--- src/rtl/serial_adder.sv ---
// Bit-serial adder: operands are shifted through a single full-adder cell LSB first,
// producing a WIDTH-bit sum and carry-out after WIDTH cycles.
//
// state | meaning
// IDLE  | waiting for start; operands captured on an accepted start
// RUN   | one sum bit per cycle, LSB first
// DONE  | one-cycle done pulse; S/Cout hold the finished result

module fulladder_struct (
  input  logic X1,
  input  logic X2,
  input  logic Cin,
  output logic S,
  output logic Cout
);
  logic p, g, t;

  assign p    = X1 ^ X2;
  assign g    = X1 & X2;
  assign t    = p & Cin;
  assign S    = p ^ Cin;
  assign Cout = g | t;
endmodule

module serial_adder #(
  parameter int WIDTH = 8
) (
  input  logic             clk,
  input  logic             rst,
  input  logic             start,
  input  logic [WIDTH-1:0] A,
  input  logic [WIDTH-1:0] B,
  input  logic             Cin,
  output logic             busy,
  output logic             done,
  output logic [WIDTH-1:0] S,
  output logic             Cout
);
  localparam int CW = $clog2(WIDTH + 1);

  typedef enum logic [1:0] {IDLE, RUN, DONE} state_t;

  state_t            state_q, state_d;
  logic [WIDTH-1:0]  a_sr_q, a_sr_d;
  logic [WIDTH-1:0]  b_sr_q, b_sr_d;
  logic [WIDTH-1:0]  res_q, res_d;
  logic              carry_q, carry_d;
  logic [CW-1:0]     cnt_q, cnt_d;
  logic              busy_q, busy_d;
  logic              done_q, done_d;
  logic [WIDTH-1:0]  sum_q, sum_d;
  logic              cout_q, cout_d;
  logic              fa_s, fa_cout;

  fulladder_struct u_fa (
    .X1   (a_sr_q[0]),
    .X2   (b_sr_q[0]),
    .Cin  (carry_q),
    .S    (fa_s),
    .Cout (fa_cout)
  );

  always_comb begin
    state_d = state_q;
    a_sr_d  = a_sr_q;
    b_sr_d  = b_sr_q;
    res_d   = res_q;
    carry_d = carry_q;
    cnt_d   = cnt_q;
    busy_d  = busy_q;
    done_d  = done_q;
    sum_d   = sum_q;
    cout_d  = cout_q;
    case (state_q)
      IDLE: begin
        done_d = 1'b0;
        if (start) begin
          a_sr_d  = A;
          b_sr_d  = B;
          carry_d = Cin;
          cnt_d   = '0;
          busy_d  = 1'b1;
          state_d = RUN;
        end
      end
      RUN: begin
        a_sr_d  = a_sr_q >> 1;
        b_sr_d  = b_sr_q >> 1;
        res_d   = {fa_s, res_q[WIDTH-1:1]};
        carry_d = fa_cout;
        cnt_d   = cnt_q + CW'(1);
        if (cnt_q == CW'(WIDTH - 1)) begin
          // Publish the completed result in the same edge that leaves RUN.
          sum_d   = {fa_s, res_q[WIDTH-1:1]};
          cout_d  = fa_cout;
          busy_d  = 1'b0;
          done_d  = 1'b1;
          state_d = DONE;
        end
      end
      DONE: begin
        done_d  = 1'b0;
        state_d = IDLE;
      end
      default: begin
        busy_d  = 1'b0;
        done_d  = 1'b0;
        state_d = IDLE;
      end
    endcase
  end

  always_ff @(posedge clk) begin
    if (rst) begin
      state_q <= IDLE;
      a_sr_q  <= '0;
      b_sr_q  <= '0;
      res_q   <= '0;
      carry_q <= 1'b0;
      cnt_q   <= '0;
      busy_q  <= 1'b0;
      done_q  <= 1'b0;
      sum_q   <= '0;
      cout_q  <= 1'b0;
    end else begin
      state_q <= state_d;
      a_sr_q  <= a_sr_d;
      b_sr_q  <= b_sr_d;
      res_q   <= res_d;
      carry_q <= carry_d;
      cnt_q   <= cnt_d;
      busy_q  <= busy_d;
      done_q  <= done_d;
      sum_q   <= sum_d;
      cout_q  <= cout_d;
    end
  end

  assign busy = busy_q;
  assign done = done_q;
  assign S    = sum_q;
  assign Cout = cout_q;
endmodule
--- config.mk ---
export PLATFORM = sky130hd
export DESIGN_NAME = serial_adder
export DESIGN_NICKNAME = d
export VERILOG_FILES = /design/src/rtl/serial_adder.sv
export SDC_FILE = /design/constraint.sdc
export NUM_CORES = 1
export LEC_CHECK = 0
export CAP_MARGIN = 0
export CORE_MARGIN = 2
export CORE_UTILIZATION = 40
export CTS_BUF_LIST = sky130_fd_sc_hd__clkbuf_4
export CTS_CLUSTER_SIZE = 24
export DETAILED_ROUTE_END_ITERATION = 7
export SYNTH_ARGS = -nofsm -noshare
export SYNTH_HDL_FRONTEND = slang
export SYNTH_SLANG_ARGS = --single-unit
--- constraint.sdc ---
create_clock -name clk -period 1.35 [get_ports clk]
set_input_delay 0.27 -clock clk [delete_from_list [all_inputs] [get_ports clk]]
set_output_delay 0.27 -clock clk [all_outputs]
set_load 0.05 [all_outputs]
==> flow_summary.ini, run 1 <==
[outcome]
outcome = finished, final reports clean

[logic_synthesis]
synthTopCellsByArea = dfxtp_1 (48%), a211oi_1 (7.1%), nor2_1 (6.8%)
syn_inst = 198
synth_top_area_share_pct = 48.2
post_synth_num_cell_types = 30
ys_seq_area_share_pct = 48.2
synth_area_sq_um = 1700
yosysWarnings = 0
synth_top_area_cell = dfxtp_1
ys_ff_latch = 41
syn_nets = 220
syn_area_per_cell_sq_um = 8.60

[sta]
setup_viol = 0
finalMaxSlewViolations = 0
holdWs_ns = 0.473
fin_skew_ns = 0.00979
relSlewSlack_pct = 67.9
min_period_ns = 1.26
tightestPinTransition_ns = 0.480
finalHoldViolCount = 0
max_freq_ghz = 0.795
fin_crit_sh_pct = 93.2
grt_setup_unrepaired = false

[global_routing]
overflow = 0
grt_pass1_wl_um = 6600
grt_pass1_vias = 1477
grt_antenna_before_repair = 0
grt_start_max_net_pins = 42
track_usage_pct = 16.6

[worst_setup_path]
path_class = reg2reg
worst-path-buf-inv = 1
arrival_ns = 1.52
worstPathCellList = ha_1 -> and3b_1 -> buf_4 -> a211oi_1
slowest_delay_ns = 0.33
slowest_stage = dfxtp_1
critical_path.top_delay_family = flip-flops
crit_path_max_fanout = 11
cp-end-kind = flip-flop
worstPathRequired_ns = 1.61
worstSetupStartpointType = flip-flop

[drt]
drcViolationCount = 0
vias = 1511
wl_per_cell_um = 13.2
dr.first_iter.drc_count = 103
first_pass_iters = 4
drtAntennaViolNets = 0
vias_per_cell = 5.30
totalWireLength_um = 3760

[final_layout]
fill_cells = 375
area_growth_pct = 35.0
antennaDiodeCount = 0
post-route-util_pct = 56.7
nNetsFinal = 256
stdcell_count = 285
drive_above_1_share_pct = 15.7

[power]
p_seq_share_pct = 53.7
p_total_mw = 2.43
p_comb_share_pct = 13.2
p_clk_share_pct = 33.1
p_switching_mw = 0.594
p_per_area_nw_per_um2 = 1060
ir_drop_uv = 635
swShare_pct = 24.4
internal_power_mw = 1.84
total_leakage_power_nw = 0.834

[place]
dp_cells = 276
gp_congestion = 0.777
numPortBuffers = 30
hpwl_um = 2670

[cts]
cts.path.max_buffers = 2
numCtsBuffers = 5
cts_tree = done
h-tree-depth = 2
hold_buffers = 0
cts-root-buf = clkbuf_4
clock-sinks = 41
clk_latency_ns = 0.35
clk_pin_slew_ns = 0.12

[die]
start_util_pct = 42.0
die_area_sq_um = 4790
die_h_um = 69.2
row_count = 23
die-width_um = 69.2
coreArea_sq_um = 4060
io_pins = 31

[job]
cap_violations = 0

[hold_path]
worst_hold_path_type = reg2reg
-- routing by layer --
layer	wire length (um)	track usage [%]	vias to the layer above
met5	0	0	-
li1	-	-	772
met4	44	5.23	0
met3	172	5.38	6
met2	1720	26.8	32
met1	1820	21.2	701
-- synth_stat cells (all sizes together) --
library cell and instances:
dfxtp 41, nor2 31, a21oi 18, nand2 18
a211oi 16, nand3 11, buf 10, o2bb2ai 10
o21ai 9, clkbuf 7, o22ai 5, a22oi 3
nor3 3, inv 2, nand2b 2, a31oi 1
and3b 1, fa 1, ha 1, mux2i 1
nand3b 1, nor2b 1, nor3b 1, o21ba 1
o21bai 1, o32a 1, or3 1
-- tightest hold or removal path: cells and delay by family, from the launching register on --
kind,cells,cell delay [ns]
AND/OR/NAND/NOR,1,0.05
AO/OA/AOI/OAI,1,0.05
flip-flops,1,0.33
-- cells by family (layout without fill, tap and decap cells) --
family                   after synthesis  in the layout  synth area share, %
flip-flops                            41             41                 48.2
multiplexers                           1              1                0.588
buffers and inverters                 19             56                 6.25
AO/OA/AOI/OAI                         65             65                 25.3
adder cells (fa/ha/maj)                2              2                 1.91
AND/OR/NAND/NOR                       70             70                 17.8
-- layout by cell type (no fill, tap or decap), types with 5 or more instances in the layout --
cell type and count:
o2bb2ai_1 10, a211oi_1 16, clkbuf_4 6, o21ai_0 9
dfxtp_1 40, o22ai_1 5, clkdlybuf4s50_1 19, a21oi_1 18
buf_4 15, nor2_1 31, nand2_1 18, buf_12 12
nand3_1 11
-- metrics by stage --
stage | TNS, ns | area (sq um) | worst slack (ns)
global placement | -3.39 | 2200 | -0.213
detailed placement | -4.85 | 2200 | -0.282
floorplan | 0 | 1700 | 0.165
global route | 0 | 2300 | 0.0142
CTS | 0 | 2280 | 0.0342
finish | 0 | 2300 | 0.0915
-- area by class of cell --
cell class | instances | area, sq um | area share [%]
Sequential cell | 41 | 822 | 35.7
Multi-Input combinational cell | 138 | 782 | 34.0
Timing Repair Buffer | 46 | 543 | 23.6
Tap cell | 50 | 62.6 | 2.72
Clock buffer | 6 | 45.0 | 1.96
Clock inverter | 2 | 33.8 | 1.47
Inverter | 2 | 11.3 | 0.490
-- final timing paths --
path | startpoint | endpoint | slack [ns] | cells after the start
setup / recovery | cnt_q[0] | state_q[0] | 0.09 | 4
hold / removal | res_q[1] | res_q[1] | 0.47 | 2
setup reg to reg | cnt_q[0] | state_q[0] | 0.09 | 4
hold reg to reg | res_q[1] | res_q[1] | 0.47 | 2
-- state kept, by name, summed over array words and instances, names as in the netlist --
signal,flops
Cout,1
carry_q,1
res_q,7
done,1
a_sr_q,8
state_q,2
S,8
cnt_q,4
busy,1
b_sr_q,8
-- power by group through the flow --
stage                     Clock [mW]  Sequential [mW]  Combinational (mW)
after floorplan                    0             1.33               0.191
after global placement             0             1.33               0.309
after detailed placement           0             1.33               0.316
after CTS                      0.820             1.30               0.317
after global routing           0.877             1.31               0.353
final                          0.805             1.30               0.321
-- what timing repair did --
item / CTS / global route
endpoints found under the hold margin: 0 / 0
setup endpoints to repair: 0 / 18
setup buffers: 0 / 1
resized for setup: 0 / 3
Note: power is estimated with default switching activity, not from simulation.
==> inputs of run 2 (changes only) <==
--- a/config.mk
+++ b/config.mk
@@ -7,10 +7,11 @@
 export LEC_CHECK = 0
 export CAP_MARGIN = 0
 export CORE_MARGIN = 2
-export CORE_UTILIZATION = 40
+export CORE_UTILIZATION = 45
 export CTS_BUF_LIST = sky130_fd_sc_hd__clkbuf_4
 export CTS_CLUSTER_SIZE = 24
 export DETAILED_ROUTE_END_ITERATION = 7
+export PLACE_DENSITY = 0.7
 export SYNTH_ARGS = -nofsm -noshare
 export SYNTH_HDL_FRONTEND = slang
 export SYNTH_SLANG_ARGS = --single-unit
==> run 2 against run 1 <==
Effect of this change:
- non-clock buffer count did not move
- first-iteration DRC count grew 20%
- utilization up 5.9 points
- critical path depth rose by 1
- fmax is 2.0% higher
- sequential power is essentially flat
- setup slack better by 0.024 ns
- combinational power grew 3%
- largest power group unchanged
==> flow_summary.ini, run 2 (synthesis gave the netlist of run 1 again) <==
[global_routing]
grt_antenna_before_repair = 0
track_usage_pct = 20.1
overflow = 0
grt_pass1_wl_um = 6510
grt_start_max_net_pins = 42
grt_pass1_vias = 1440

[final_layout]
postLayoutCellArea_sq_um = 2290
fill_cells = 317
antennaDiodeCount = 0
layout_common_cells = dfxtp_1 (39), nor2_1 (31), clkdlybuf4s50_1 (19), a21oi_1 (18), nand2_1 (18)
drive_above_1_share_pct = 15.8
area_growth_pct = 34.6
nNetsFinal = 256
post-route-util_pct = 62.6
layout_commonest_cell = dfxtp_1

[power]
ir_drop_uv = 621
p_switching_mw = 0.575
p_per_area_nw_per_um2 = 969
p_clk_share_pct = 26.3
total_leakage_power_nw = 0.829
p_seq_share_pct = 58.8
internal_power_mw = 1.65
swShare_pct = 25.9
p_comb_share_pct = 14.9

[worst_setup_path]
slowest_delay_ns = 0.36
cp-end-kind = flip-flop
slowest_stage = dfxtp_1
worstPathRequired_ns = 1.59
worstPathCellList = ha_2 -> nand3b_1 -> buf_4 -> o21ai_0 -> a21oi_1
path_class = reg2reg
worstSetupStartpointType = flip-flop
arrival_ns = 1.47
crit_path_max_fanout = 9

[outcome]
outcome = finished, final reports clean

[die]
die_h_um = 65.5
io_pins = 31
row_count = 22
start_util_pct = 46.5
die-width_um = 65.5
die_area_sq_um = 4290
coreArea_sq_um = 3660

[drt]
dr.first_iter.drc_count = 124
wl_per_cell_um = 13.6
vias_per_cell = 5.43
drtAntennaViolNets = 0
first_pass_iters = 4
totalWireLength_um = 3830
drcViolationCount = 0
vias = 1530

[sta]
relSlewSlack_pct = 65.4
min_period_ns = 1.23
tightestPinTransition_ns = 0.518
fin_crit_sh_pct = 91.4
max_freq_ghz = 0.810
setup_viol = 0
finalHoldViolCount = 0
grt_setup_unrepaired = false
fin_skew_ns = 0.00632
finalMaxSlewViolations = 0

[cts]
cts-root-buf = clkbuf_4
numCtsBuffers = 5
cts.path.max_buffers = 2
hold_buffers = 0
cts_tree = done
h-tree-depth = 2
clk_pin_slew_ns = 0.11
clock-sinks = 41
clk_latency_ns = 0.34

[hold_path]
worst_hold_path_type = reg2reg

[place]
place_area_sq_um = 2230
gp_congestion = 0.765
hpwl_um = 2660
numPortBuffers = 30

[job]
cap_violations = 0
run 2: cell count changes in the layout (fill, tap and decap cells not counted):
cell and change:
ha_1 -1, bufinv_16 -1, inv_1 +1, dfxtp_2 +1, o21ai_0 -3, buf_4 -2, clkinvlp_4 -1, dfxtp_1 -1
ha_2 +1, o21ai_1 +3, buf_12 +2
run 2: per-stage QoR:
| stage | TNS [ns] | power (mW) | hold WS, ns | instances | worst slack, ns |
|---|---|---|---|---|---|
| floorplan | 0 | 1.52 | 0.418 | 198 | 0.165 |
| CTS | 0 | 2.23 | 0.475 | 282 | 0.00574 |
| global route | 0 | 2.33 | 0.501 | 282 | 0.00473 |
| finish | 0 | 2.22 | 0.470 | 282 | 0.116 |
| detailed placement | -4.55 | 1.66 | 0.457 | 275 | -0.304 |
| global placement | -3.24 | 1.64 | 0.445 | 275 | -0.196 |
run 2: final timing paths:
| check | start | to | slack [ns] | cells past startpoint |
|---|---|---|---|---|
| setup / recovery | cnt_q[0] | S[4] | 0.12 | 5 |
| hold reg to reg | res_q[1] | res_q[1] | 0.47 | 2 |
| hold / removal | res_q[1] | res_q[1] | 0.47 | 2 |
| setup reg to reg | cnt_q[0] | S[4] | 0.12 | 5 |
run 2: area by class of cell:
class	instances	area (sq um)	share of cell area, %
inverters	2	7.51	0.328
clock buffers	6	45.0	1.97
clock inverters	1	3.75	0.164
repair buffers	46	568	24.8
multi-input cells	138	785	34.2
flip-flops and latches	41	823	35.9
well taps	48	60.1	2.62
run 2: power by group through the flow:
stage          sequential, mW  combinational [mW]  clock [mW]
2_1_floorplan            1.33               0.191           0
3_3_place_gp             1.33               0.315           0
5_1_grt                  1.31               0.363       0.650
6_report                 1.31               0.332       0.584
3_5_place_dp             1.33               0.328           0
4_1_cts                  1.30               0.329       0.596
run 2: metal layers:
layer  GRT usage, %  part of all wire [%]  vias up
met5              0                     0        -
met1           24.7                    45      715
li1               -                     -      776
met3           6.16                   5.4        5
met4           9.11                   1.6        0
met2           32.4                    48       34
run 2: what timing repair did:
action,CTS,global route
buffers inserted,0,0
resized for setup,0,7
setup endpoints to repair,0,24
run 2: worst max-delay path: cells and delay by family (launching register included):
kind / cells / cell delay (ns)
DFF: 1 / 0.36
AOI/OAI and AO/OA: 2 / 0.26
adders and majority gates: 1 / 0.21
buffers and inverters: 1 / 0.19
and+or+nand+nor: 1 / 0.11
